`src/rtl/pixel_plot_receiver.sv`:
```
// pixel_plot_receiver
// Receives (x, y, color) plots from the pixel renderer, range-checks them, converts
// them to linear framebuffer addresses and queues them in a small FIFO. The FIFO head
// is written to the framebuffer under a ready/valid handshake.
//
// Ports:
//   clk, resetn            system clock (rising edge), asynchronous active-low reset
//   x, y, color, plotPixel pixel plot input, one pixel per cycle with plotPixel high
//   clearStatus            synchronous clear of overflow and dropCount
//   fb_addr, fb_data       framebuffer write address / data (head entry, registered)
//   fb_we, fb_ready        write valid / memory ready handshake
//   frameDone              one-cycle pulse after the (XMAX, YMAX) pixel is written
//   overflow               sticky: an in-range plot was lost to a full FIFO
//   dropCount              saturating count of rejected plots
module pixel_plot_receiver #(
    parameter int unsigned XMAX   = 159,
    parameter int unsigned YMAX   = 119,
    parameter int unsigned DEPTH  = 4,
    parameter int unsigned ADDR_W = 15
) (
    input  logic              clk,
    input  logic              resetn,
    input  logic [7:0]        x,
    input  logic [7:0]        y,
    input  logic [2:0]        color,
    input  logic              plotPixel,
    input  logic              clearStatus,
    output logic [ADDR_W-1:0] fb_addr,
    output logic [2:0]        fb_data,
    output logic              fb_we,
    input  logic              fb_ready,
    output logic              frameDone,
    output logic              overflow,
    output logic [7:0]        dropCount
);

    localparam int unsigned PtrW = (DEPTH > 1) ? $clog2(DEPTH) : 1;
    localparam int unsigned CntW = $clog2(DEPTH + 1);

    typedef enum logic [1:0] {StEmpty, StStreaming, StFull} fifoState_t;

    fifoState_t        stateQ, stateD;
    logic [PtrW-1:0]   rdPtrQ, wrPtrQ, rdNext;
    logic [CntW-1:0]   countQ, countD;
    logic [ADDR_W-1:0] headAddrQ, headAddrD;
    logic [2:0]        headColorQ, headColorD;
    logic              headLastQ, headLastD;
    logic              frameDoneQ;
    logic              overflowQ, overflowD;
    logic [7:0]        dropCntQ, dropCntD;

    logic [ADDR_W-1:0] memAddr  [DEPTH];
    logic [2:0]        memColor [DEPTH];
    logic              memLast  [DEPTH];

    logic              inRange, isLast, push, pop, lostFull, drop;
    logic [ADDR_W-1:0] pixAddr;

    assign inRange = (32'(x) <= XMAX) && (32'(y) <= YMAX);
    assign isLast  = (32'(x) == XMAX) && (32'(y) == YMAX);
    assign pixAddr = ADDR_W'(y) * ADDR_W'(XMAX + 1) + ADDR_W'(x);

    assign pop      = fb_we && fb_ready;
    // A full FIFO still accepts a push when the head leaves in the same cycle.
    assign push     = plotPixel && inRange && ((stateQ != StFull) || pop);
    assign lostFull = plotPixel && inRange && !push;
    assign drop     = plotPixel && !push;
    assign rdNext   = rdPtrQ + PtrW'(1);

    // State register and FIFO bookkeeping
    always_ff @(posedge clk or negedge resetn) begin
        if (!resetn) begin
            stateQ     <= StEmpty;
            rdPtrQ     <= '0;
            wrPtrQ     <= '0;
            countQ     <= '0;
            headAddrQ  <= '0;
            headColorQ <= '0;
            headLastQ  <= 1'b0;
            frameDoneQ <= 1'b0;
            overflowQ  <= 1'b0;
            dropCntQ   <= '0;
        end else begin
            stateQ     <= stateD;
            countQ     <= countD;
            headAddrQ  <= headAddrD;
            headColorQ <= headColorD;
            headLastQ  <= headLastD;
            frameDoneQ <= pop && headLastQ;
            overflowQ  <= overflowD;
            dropCntQ   <= dropCntD;
            if (push) wrPtrQ <= wrPtrQ + PtrW'(1);
            if (pop)  rdPtrQ <= rdNext;
        end
    end

    // Storage array needs no reset: only entries below count are ever read.
    always_ff @(posedge clk) begin
        if (push) begin
            memAddr[wrPtrQ]  <= pixAddr;
            memColor[wrPtrQ] <= color;
            memLast[wrPtrQ]  <= isLast;
        end
    end

    // Next-state logic
    always_comb begin
        stateD = stateQ;
        unique case (stateQ)
            StEmpty: begin
                if (push) stateD = StStreaming;
            end
            StStreaming: begin
                if (push && !pop && (countQ == CntW'(DEPTH - 1))) stateD = StFull;
                else if (pop && !push && (countQ == CntW'(1)))    stateD = StEmpty;
            end
            StFull: begin
                if (pop && !push) stateD = StStreaming;
            end
            default: stateD = StEmpty;
        endcase
    end

    // Occupancy, head register and status next-state
    always_comb begin
        countD = countQ;
        unique case ({push, pop})
            2'b10:   countD = countQ + CntW'(1);
            2'b01:   countD = countQ - CntW'(1);
            default: countD = countQ;
        endcase

        // Head entry is kept in its own registers so the write port is glitch-free;
        // a push into a one-entry FIFO that is popping bypasses the array.
        headAddrD  = headAddrQ;
        headColorD = headColorQ;
        headLastD  = headLastQ;
        if (pop) begin
            if (countQ > CntW'(1)) begin
                headAddrD  = memAddr[rdNext];
                headColorD = memColor[rdNext];
                headLastD  = memLast[rdNext];
            end else if (push) begin
                headAddrD  = pixAddr;
                headColorD = color;
                headLastD  = isLast;
            end
        end else if (push && (stateQ == StEmpty)) begin
            headAddrD  = pixAddr;
            headColorD = color;
            headLastD  = isLast;
        end

        // A drop in the same cycle as a clear takes precedence over the clear.
        overflowD = overflowQ;
        if (lostFull)         overflowD = 1'b1;
        else if (clearStatus) overflowD = 1'b0;

        dropCntD = dropCntQ;
        if (drop) begin
            if (clearStatus)            dropCntD = 8'd1;
            else if (dropCntQ != 8'hFF) dropCntD = dropCntQ + 8'd1;
        end else if (clearStatus) begin
            dropCntD = '0;
        end
    end

    // Outputs
    always_comb begin
        fb_we     = (stateQ != StEmpty);
        fb_addr   = headAddrQ;
        fb_data   = headColorQ;
        frameDone = frameDoneQ;
        overflow  = overflowQ;
        dropCount = dropCntQ;
    end

endmodule

```
`config.mk`:
```
export PLATFORM = sky130hd
export DESIGN_NAME = pixel_plot_receiver
export DESIGN_NICKNAME = d
export VERILOG_FILES = /design/src/rtl/pixel_plot_receiver.sv
export SDC_FILE = /design/constraint.sdc
export NUM_CORES = 1
export LEC_CHECK = 0
export ABC_CLOCK_PERIOD_IN_PS = 5340
export CELL_PAD_IN_SITES_DETAIL_PLACEMENT = 1
export CELL_PAD_IN_SITES_GLOBAL_PLACEMENT = 2
export CORE_MARGIN = 2
export CORE_UTILIZATION = 32
export CTS_BUF_LIST = sky130_fd_sc_hd__clkbuf_16
export CTS_CLUSTER_SIZE = 24
export DETAILED_ROUTE_END_ITERATION = 8
export PLACE_DENSITY_LB_ADDON = 0.1
export REMOVE_ABC_BUFFERS = 1
export SLEW_MARGIN = 20
export SYNTH_ARGS = -nofsm -noshare
export SYNTH_HDL_FRONTEND = slang
export SYNTH_SLANG_ARGS = --single-unit
```
`constraint.sdc`:
```
create_clock -name clk -period 5.34 [get_ports clk]
set_clock_uncertainty 0.2 [all_clocks]
set_input_delay 1.602 -clock clk [delete_from_list [all_inputs] [get_ports clk]]
set_output_delay 1.602 -clock clk [all_outputs]
set_load 0.005 [all_outputs]
```
==> impl_metrics.py, run 1 <==
metrics = {
    "logic_synthesis": {
        "synth_mux_area_share_pct": 10.8,
        "synth_adder_area_share_pct": 6.21,
        "synth_ff_type": "edfxtp_1",
        "yosys.area_share.simple_pct": 9.23,
        "syn_inst": 375,
        "synth_top_family_by_area": "multiplexers",
        "synth_area_per_cell_um2": 14.6,
        "async_flop_share_pct": 33.3,
        "synth-edff-count": 76,
        "yosysSeqAreaShare_pct": 59.0,
        "synth.distinct_cells": 61,
        "ys_warn_count": 0,
        "synth-compound-area-share_pct": 9.29,
        "synthXorXnorAreaFrac_pct": 3.31,
        "ys_seq_elements": 114,
        "syn_area_mm2": 0.00548,
    },
    "floorplanning": {
        "die_y_um": 135,
        "ios": 53,
        "start_util_pct": 32.9,
        "num_rows": 47,
        "die_area_mm2": 0.0182,
        "core_mm2": 0.0166,
        "die_x_um": 135,
    },
    "clock_network": {
        "cts_hold_buffers": 0,
        "clock_latency_ns": 0.41,
        "cts.reportedPaths.clkPinSlew_ns": 0.05,
        "cts_sinks": 114,
        "cts_setup_buffers": 0,
        "cts_made_buffers": 17,
        "postCtsResizedCells": 0,
        "clock_path_buffers": 2,
        "tritoncts": "done",
        "cts-root-buf": "clkbuf_16",
        "h-tree-depth": 4,
    },
    "hold_path": {
        "min_path_type": "reg2reg",
        "whs_endpoint": "fb_addr[0]$_DFFE_PN0P_",
        "min-delay-start": "fb_addr[0]$_DFFE_PN0P_",
        "whs_path_depth": 2,
    },
    "routing": {
        "ant_nets": 0,
        "vias": 3342,
        "via_per_inst": 4.94,
        "drc_errors": 0,
        "avgRoutedWirePerCell_um": 19.1,
        "dr.pass1.iters": 4,
        "initialDrtViolationCount": 103,
        "wl_mm": 12.9,
    },
    "worst_setup_path": {
        "reg2reg_to": "fb_addr[4]$_DFFE_PN0P_",
        "cp-end-kind": "flop",
        "critPathLaunchType": "input pin",
        "crit_arrival_ns": 4.45,
        "r2r_start": "stateQ[0]$_DFFE_PN0P_",
        "ff2ff_path_depth": 5,
        "worstPathRequired_ns": 5.35,
        "crit_type": "in2reg",
        "crit_fanout": 4,
        "reg2reg_slack_ns": 2.76,
    },
    "sta": {
        "setup_viol": 0,
        "fmax_mhz": 225,
        "finalSetupTns_ns": 0,
        "tightestPinTransition_ns": 0.761,
        "period_minus_slack_ns": 4.44,
        "slew_violations": 0,
        "rsz0062_at_grt": "no",
        "finalCritPeriodShare_pct": 83.2,
        "hold_violations": 0,
        "slew_headroom_pct": 49.2,
    },
    "final_layout": {
        "diodes": 0,
        "mostFrequentLayoutCell": "edfxtp_1",
        "area_growth_pct": 24.7,
        "drive_gt1_share_pct": 16.7,
        "fin_util_pct": 41.0,
        "final_cell_mix": "edfxtp_1, clkdlybuf4s50_1, dfrtp_1",
        "final_nets": 493,
    },
    "placed_design": {
        "io_buffers": 52,
        "dp_hpwl_mm": 8.73,
        "place_congestion": 0.780,
    },
    "job": {
        "cap_violations": 0,
    },
    "global_route": {
        "antenna_found_initial": 0,
        "grt_max_degree": 39,
        "grt.total_usage_pct": 15.7,
        "grt_pass1_wl_mm": 21.0,
        "grt_pass1_vias": 3649,
        "overflow": 0,
    },
    "power_and_ir_drop": {
        "comb_power_share_pct": 26.7,
        "p_leak_nw": 2.58,
        "p_per_area_mw_per_mm2": 462,
        "p_sw_mw": 0.921,
        "sw_frac_of_total_pct": 29.2,
        "seq_power_share_pct": 39.6,
        "clkPwrFrac_pct": 33.7,
        "p_int_mw": 2.24,
        "peakVddDrop_uv": 219,
    },
    "run_status": {
        "status": "finished, final reports clean",
    },
}
critical path: stages:
cell,delay (ns)
clkdlybuf4s50_1,0.49
ha_1,0.33
ha_1,0.23
fa_1,0.55
o211ai_1,0.13
or3_1,0.41
nor4_2,0.33
nand2_1,0.11
xor2_1,0.26
power by group through the flow:
| stage | clock [mW] | combinational (mW) | sequential (mW) |
|---|---|---|---|
| after CTS | 1.10 | 0.869 | 1.26 |
| after floorplan | 0 | 0.504 | 1.25 |
| after global routing | 1.13 | 0.942 | 1.28 |
| final | 1.06 | 0.844 | 1.25 |
| after detailed placement | 0 | 0.864 | 1.27 |
| after global placement | 0 | 0.848 | 1.27 |
worst max path at each step:
stage	startpoint	end	slack [ns]	cells after the start
after floorplan	y[1]	memAddr[0][14]$_DFFE_PP_	1.25	8
after global placement	y[1]	memAddr[1][14]$_DFFE_PP_	0.54	9
after detailed placement	y[1]	memAddr[1][14]$_DFFE_PP_	0.48	9
after CTS	y[1]	memAddr[0][14]$_DFFE_PP_	0.90	9
after global routing	y[1]	memAddr[0][14]$_DFFE_PP_	0.67	9
final	y[1]	memAddr[2][14]$_DFFE_PP_	0.90	9
synthesized netlist by cell type, types with 3 or more instances:
library cell | n | area share [%]
o21a_1 | 3 | 0.41
ha_1 | 24 | 5.5
and2_1 | 6 | 0.69
a221oi_1 | 3 | 0.48
a21o_1 | 3 | 0.41
a211o_1 | 3 | 0.48
xor2_1 | 4 | 0.64
a211oi_1 | 3 | 0.41
nor4b_1 | 3 | 0.48
xnor2_1 | 14 | 2.2
nor2b_1 | 7 | 0.80
a22o_1 | 4 | 0.64
edfxtp_1 | 76 | 42
o21ai_0 | 21 | 1.9
inv_1 | 14 | 0.96
mux2i_1 | 15 | 2.7
buf_2 | 6 | 0.55
nand4_1 | 3 | 0.34
mux4_2 | 19 | 7.8
nand3_1 | 8 | 0.73
a21oi_1 | 6 | 0.55
clkbuf_1 | 4 | 0.27
nor2_1 | 13 | 0.89
dfrtp_1 | 38 | 17
nand2_1 | 29 | 2.0
stage by stage:
stage	worst slack (ns)	cell area, µm²	hold WS, ns	power (mW)	std cells
3_3_place_gp	0.542	6270	0.261	2.12	644
2_1_floorplan	1.25	5420	0.242	1.75	363
6_report	0.899	6830	0.273	3.16	676
4_1_cts	0.899	6830	0.282	3.22	676
3_5_place_dp	0.483	6270	0.270	2.14	644
5_1_grt	0.670	6830	0.296	3.35	676
area by class of cell:
type                    count  area (µm²)
multi-input cells         235        2130
inverters                  14        52.6
flip-flops and latches    114        3230
clock inverters            15         128
clock buffers              17         425
repair buffers             61         586
well taps                 220         275
fillers                  1718        9810
state kept, by name (all words and copies together) (netlist names):
| signal | count |
|---|---|
| countQ | 3 |
| fb_data | 3 |
| fb_addr | 15 |
| dropCount | 8 |
| frameDone | 1 |
| memColor | 12 |
| memAddr | 60 |
| overflow | 1 |
| stateQ | 2 |
| headLastQ | 1 |
| memLast | 4 |
| wrPtrQ | 2 |
| rdPtrQ | 2 |
cells by family (layout without fill, tap and decap cells):
logic type | count (synthesis) | in the layout
compound gates | 66 | 66
fa+ha+maj | 26 | 26
flops | 114 | 114
mux | 35 | 35
buf+inv | 26 | 107
simple gates | 89 | 89
xor+xnor | 19 | 19
routing by layer:
layer / routed length [µm] / global-route usage (%) / vias to the layer above / share of wire, %
met2: 6690 / 26.5 / 52 / 52
met4: 214 / 5.85 / 0 / 1.7
met1: 5660 / 19.5 / 1702 / 44
met5: 0 / 0 / - / 0
met3: 373 / 3.68 / 18 / 2.9
li1: - / - / 1570 / -
No activity file was read; power rests on OpenSTA's default activity.
==> run 2: changes to the inputs <==
--- a/config.mk
+++ b/config.mk
@@ -5,7 +5,7 @@
 export SDC_FILE = /design/constraint.sdc
 export NUM_CORES = 1
 export LEC_CHECK = 0
-export ABC_CLOCK_PERIOD_IN_PS = 5340
+export ABC_CLOCK_PERIOD_IN_PS = 3900
 export CELL_PAD_IN_SITES_DETAIL_PLACEMENT = 1
 export CELL_PAD_IN_SITES_GLOBAL_PLACEMENT = 2
 export CORE_MARGIN = 2
==> constraint.sdc (replaced) <==
create_clock -name clk -period 3.9 [get_ports clk]
set_clock_uncertainty 0.2 [all_clocks]
set_input_delay 1.17 -clock clk [delete_from_list [all_inputs] [get_ports clk]]
set_output_delay 1.17 -clock clk [all_outputs]
set_load 0.005 [all_outputs]
==> run 2 against run 1 <==
  * Sequential cell count did not move
  * Largest power group unchanged
  * Sequential share of layout area fell by 2.5 points
  * Die area did not move
  * Combinational power rose by 52%
  * Sequential power rose by 35%
==> impl_metrics.py, run 2 (synthesis gave the netlist of run 1 again) <==
metrics = {
    "run_status": {
        "status": "finished, final reports clean",
    },
    "sta": {
        "slew_violations": 0,
        "fmax_mhz": 261,
        "finalCritPeriodShare_pct": 98.3,
        "setup_viol": 0,
        "hold_violations": 0,
        "slew_headroom_pct": 50.2,
        "tightestPinTransition_ns": 0.747,
        "period_minus_slack_ns": 3.83,
        "finalHoldWorstSlack_ns": 0.281,
    },
    "placed_design": {
        "dp_hpwl_mm": 9.14,
        "io_buffers": 52,
        "place_congestion": 0.764,
    },
    "final_layout": {
        "nFillCells": 1676,
        "ff_latch_area_mm2": 0.00323,
        "multi_input_area_mm2": 0.00215,
        "drive_gt1_share_pct": 21.2,
        "area_growth_pct": 31.4,
        "largest_reg_flops": 60,
        "diodes": 0,
        "top_register": "memAddr",
        "mostFrequentLayoutCell": "edfxtp_1",
        "final_cell_mix": "edfxtp_1, clkdlybuf4s50_1, dfrtp_1",
        "final_nets": 522,
        "fin_util_pct": 43.3,
    },
    "clock_network": {
        "cts-root-buf": "clkbuf_16",
        "h-tree-depth": 4,
        "clock_path_buffers": 2,
        "tritoncts": "done",
        "clock_latency_ns": 0.41,
        "cts_sinks": 114,
        "cts_setup_buffers": 0,
        "cts.reportedPaths.clkPinSlew_ns": 0.05,
        "cts_hold_buffers": 0,
        "cts_made_buffers": 17,
    },
    "routing": {
        "ant_nets": 0,
        "dr.pass1.iters": 4,
        "avgRoutedWirePerCell_um": 18.9,
        "initialDrtViolationCount": 130,
        "wl_mm": 13.3,
        "via_per_inst": 4.88,
        "vias": 3437,
        "drc_errors": 0,
    },
    "power_and_ir_drop": {
        "p_leak_nw": 2.77,
        "power.total_mw": 4.62,
        "peakVddDrop_uv": 317,
        "p_per_area_mw_per_mm2": 641,
    },
    "global_route": {
        "grt_pass1_wl_mm": 21.5,
        "overflow": 0,
        "grt_max_degree": 39,
        "antenna_found_initial": 0,
        "grt_pass1_vias": 3872,
        "grt.total_usage_pct": 16.0,
    },
    "worst_setup_path": {
        "cp_slowest_cell": "fa_2",
        "crit_end": "fb_addr[12]$_DFFE_PN0P_",
        "crit_start": "y[1]",
        "critPathLaunchType": "input pin",
        "crit_fanout": 5,
        "ff2ff_path_depth": 4,
        "cpPeakStageDelay_ns": 0.54,
        "crit_chain": "clkdlybuf4s50_1 > ha_1 > ha_1 > fa_2 > o211ai_1 > or3_1 > buf_4 > a211oi_2 > xor2_1 > buf_4 > a21o_1",
        "critical_path_depth": 11,
        "cp-end-kind": "flop",
        "r2r_start": "rdPtrQ[1]$_DFFE_PN0P_",
        "reg2reg_to": "fb_addr[6]$_DFFE_PN0P_",
        "reg2reg_slack_ns": 1.55,
        "crit_type": "in2reg",
        "crit_family": "adder cells",
        "crit_arrival_ns": 3.93,
        "crit_buf_inv": 3,
        "worstPathRequired_ns": 4.00,
    },
    "floorplanning": {
        "core_mm2": 0.0166,
        "die_area_mm2": 0.0182,
        "start_util_pct": 32.9,
        "num_rows": 47,
        "die_y_um": 135,
        "die_x_um": 135,
        "ios": 53,
    },
    "hold_path": {
        "min_path_type": "reg2reg",
    },
    "job": {
        "cap_violations": 0,
    },
}
-- run 2: changes by cell type in the layout (fill, tap and decap cells not counted), sizes merged --
cell      change
inv           +1
clkinvlp      -1
buf          +29
clkinv        -3
bufinv        +3
-- run 2: worst min-delay path, delay by kind of cell (launching register included) --
family,cells,cell delay (ns)
AO/OA/AOI/OAI,1,0.06
flip-flops,1,0.34
AND/OR/NAND/NOR,1,0.05
-- run 2: repair_timing --
action / CTS / global route
endpoints found under the setup margin: 0 / 6
endpoints found under the hold margin: 0 / 0
gates resized for setup: 0 / 3
-- run 2: layout make-up --
type,count,share of cell area (%)
Multi-Input combinational cell,235,29.8
Clock inverter,15,2.78
Inverter,14,0.730
Sequential cell,114,44.9
Tap cell,220,3.82
Clock buffer,17,5.91
Timing Repair Buffer,90,12.0
-- run 2: stage by stage --
step / instances / cell area, µm² / setup TNS, ns / setup WS (ns)
after CTS: 705 / 7180 / 0 / 0.0348
after global routing: 705 / 7200 / -0.0728 / -0.0156
after detailed placement: 673 / 6550 / -5.57 / -0.371
final: 705 / 7200 / 0 / 0.0651
after global placement: 673 / 6550 / -4.89 / -0.335
after floorplan: 363 / 5420 / 0 / 0.238
-- run 2: how the worst min path moves through the flow --
stage	startpoint	to	slack, ns	cells after the start
CTS	headLastQ$_DFFE_PN0P_	headLastQ$_DFFE_PN0P_	0.29	2
floorplan	headLastQ$_DFFE_PN0P_	headLastQ$_DFFE_PN0P_	0.24	2
global route	fb_data[1]$_DFFE_PN0P_	fb_data[1]$_DFFE_PN0P_	0.32	2
detailed placement	headLastQ$_DFFE_PN0P_	frameDone$_DFF_PN0_	0.27	1
global placement	fb_data[2]$_DFFE_PN0P_	fb_data[2]$_DFFE_PN0P_	0.26	2
finish	fb_addr[1]$_DFFE_PN0P_	fb_addr[1]$_DFFE_PN0P_	0.28	2
-- run 2: power by group --
part / switching (mW) / internal (mW)
combinational: 0.582 / 0.698
sequential: 0.170 / 1.52
clock: 0.532 / 1.12
-- run 2: per-layer routing --
layer,vias up,part of all wire (%),global-route usage [%]
li1,1631,-,-
met1,1750,44,19.5
met2,45,52,28.0
met3,11,2.6,3.38
met5,-,0,0
met4,0,1.4,5.56
==> run 3: changes to the inputs <==
--- a/config.mk
+++ b/config.mk
@@ -11,8 +11,10 @@
 export CORE_MARGIN = 2
 export CORE_UTILIZATION = 32
 export CTS_BUF_LIST = sky130_fd_sc_hd__clkbuf_16
+export CTS_CLUSTER_DIAMETER = 30
 export CTS_CLUSTER_SIZE = 24
 export DETAILED_ROUTE_END_ITERATION = 8
+export MAX_ROUTING_LAYER = met4
 export PLACE_DENSITY_LB_ADDON = 0.1
 export REMOVE_ABC_BUFFERS = 1
 export SLEW_MARGIN = 20
==> constraint.sdc (replaced) <==
create_clock -name clk -period 3.9 [get_ports clk]
set_clock_uncertainty 0.2 [all_clocks]
set_input_delay 0.78 -clock clk [delete_from_list [all_inputs] [get_ports clk]]
set_output_delay 0.78 -clock clk [all_outputs]
set_load 0.005 [all_outputs]
==> run 3 against run 2 <==
  * Clock-buffer cell count stayed put
  * Fmax is 11% higher
  * Non-clock buffer count is 20 lower
  * Critical path depth is 3 lower
  * Sequential cell count stayed put
  * Global-route usage is 0.26 points higher
  * Die area stayed put
  * Cell count is 2.8% lower
  * Critical path type unchanged
  * Largest power group unchanged
==> impl_metrics.py, run 3 (synthesis gave the netlist of run 1 again) <==
metrics = {
    "clock_network": {
        "cts_sinks": 114,
        "h-tree-depth": 4,
        "cts_made_buffers": 17,
        "cts_hold_buffers": 0,
        "cts.reportedPaths.clkPinSlew_ns": 0.05,
        "tritoncts": "done",
        "clock_path_buffers": 2,
        "cts-root-buf": "clkbuf_16",
        "clock_latency_ns": 0.41,
        "cts_setup_buffers": 0,
        "postCtsResizedCells": 0,
    },
    "worst_setup_path": {
        "crit_type": "in2reg",
        "worstPathRequired_ns": 3.87,
        "ff2ff_path_depth": 5,
        "cp-end-kind": "flop",
        "critPathLaunchType": "input pin",
        "crit_fanout": 5,
        "crit_arrival_ns": 3.43,
    },
    "power_and_ir_drop": {
        "peakVddDrop_uv": 326,
        "p_sw_mw": 1.31,
        "comb_power_share_pct": 28.0,
        "sw_frac_of_total_pct": 29.6,
        "p_per_area_mw_per_mm2": 635,
        "seq_power_share_pct": 38.2,
        "p_int_mw": 3.11,
        "p_leak_nw": 2.63,
        "clkPwrFrac_pct": 33.9,
    },
    "final_layout": {
        "nFillCells": 1721,
        "largest_reg_flops": 60,
        "top_register": "memAddr",
        "final_cell_mix": "edfxtp_1, clkdlybuf4s50_1, dfrtp_1",
        "final_nets": 502,
        "drive_gt1_share_pct": 18.5,
        "fin_util_pct": 41.8,
        "area_growth_pct": 26.9,
        "diodes": 0,
        "mostFrequentLayoutCell": "edfxtp_1",
    },
    "global_route": {
        "overflow": 0,
        "grt_pass1_vias": 3686,
        "grt.total_usage_pct": 16.2,
        "grt_pass1_wl_mm": 21.1,
        "antenna_found_initial": 0,
        "grt_max_degree": 39,
    },
    "routing": {
        "wl_mm": 13.1,
        "initialDrtViolationCount": 133,
        "avgRoutedWirePerCell_um": 19.2,
        "dr.pass1.iters": 4,
        "via_per_inst": 4.98,
        "drc_errors": 0,
        "ant_nets": 0,
        "vias": 3412,
    },
    "placed_design": {
        "place_congestion": 0.719,
        "io_buffers": 52,
        "dp_hpwl_mm": 8.98,
    },
    "sta": {
        "tightestPinTransition_ns": 0.812,
        "slew_headroom_pct": 45.9,
        "hold_violations": 0,
        "slew_violations": 0,
        "finalCritPeriodShare_pct": 88.7,
        "rsz0062_at_grt": "no",
        "finalSetupTns_ns": 0,
        "period_minus_slack_ns": 3.46,
        "setup_viol": 0,
        "fmax_mhz": 289,
    },
    "run_status": {
        "status": "finished, final reports clean",
    },
    "floorplanning": {
        "ios": 53,
        "die_area_mm2": 0.0182,
        "start_util_pct": 32.9,
        "die_y_um": 135,
        "core_mm2": 0.0166,
        "num_rows": 47,
        "die_x_um": 135,
    },
    "job": {
        "cap_violations": 0,
    },
    "hold_path": {
        "min_path_type": "in2async",
    },
}
-- run 3: worst max-delay path, cell delays in order --
cell             delay, ns
clkdlybuf4s50_1       0.43
ha_1                  0.30
ha_1                  0.23
fa_1                  0.44
a211o_1               0.35
a22o_1                0.26
nor4_2                0.24
xor2_1                0.39
-- run 3: power by group through the flow --
stage / clock network, mW / logic (mW) / registers (mW)
6_report: 1.50 / 1.23 / 1.68
4_1_cts: 1.53 / 1.27 / 1.69
3_5_place_dp: 0 / 1.27 / 1.71
3_3_place_gp: 0 / 1.25 / 1.71
2_1_floorplan: 0 / 0.690 / 1.71
5_1_grt: 1.58 / 1.38 / 1.72
-- run 3: final cells by class --
cell class / instances / area [µm²] / share of cell area (%)
repair buffers: 70 / 691 / 9.94
inverters: 14 / 52.6 / 0.756
clock buffers: 17 / 425 / 6.12
clock inverters: 15 / 145 / 2.09
well taps: 220 / 275 / 3.96
flip-flops and latches: 114 / 3230 / 46.5
multi-input cells: 235 / 2130 / 30.6
-- run 3: per-layer routing --
layer | vias up | wire length [µm] | track usage, % | part of all wire, %
met5 | - | 0 | - | 0
met4 | 0 | 155 | 5.26 | 1.2
met3 | 13 | 403 | 3.72 | 3.1
met2 | 58 | 6720 | 26.3 | 51
met1 | 1743 | 5840 | 20.3 | 45
li1 | 1598 | - | - | -
-- run 3: path summary, 6_finish.rpt --
path / end / start / slack [ns]
setup / recovery: memAddr[3][13]$_DFFE_PP_ / y[1] / 0.44
hold / removal: fb_addr[5]$_DFFE_PN0P_ / resetn / 0.18
setup reg to reg: fb_addr[1]$_DFFE_PN0P_ / stateQ[0]$_DFFE_PN0P_ / 1.63
hold reg to reg: fb_data[2]$_DFFE_PN0P_ / fb_data[2]$_DFFE_PN0P_ / 0.27
max in group asynchronous: dropCount[5]$_DFFE_PN0P_ / resetn / 2.90
min in group clk: fb_data[2]$_DFFE_PN0P_ / fb_data[2]$_DFFE_PN0P_ / 0.27
-- run 3: per-stage QoR --
step | power (mW) | worst slack (ns) | instances | area, µm² | hold slack [ns]
floorplan | 2.40 | 0.628 | 363 | 5420 | 0.242
detailed placement | 2.98 | 0.000977 | 653 | 6380 | 0.270
finish | 4.41 | 0.441 | 685 | 6950 | 0.184
global route | 4.68 | 0.266 | 685 | 6950 | 0.198
global placement | 2.95 | 0.0691 | 653 | 6380 | 0.260
CTS | 4.49 | 0.440 | 685 | 6950 | 0.283
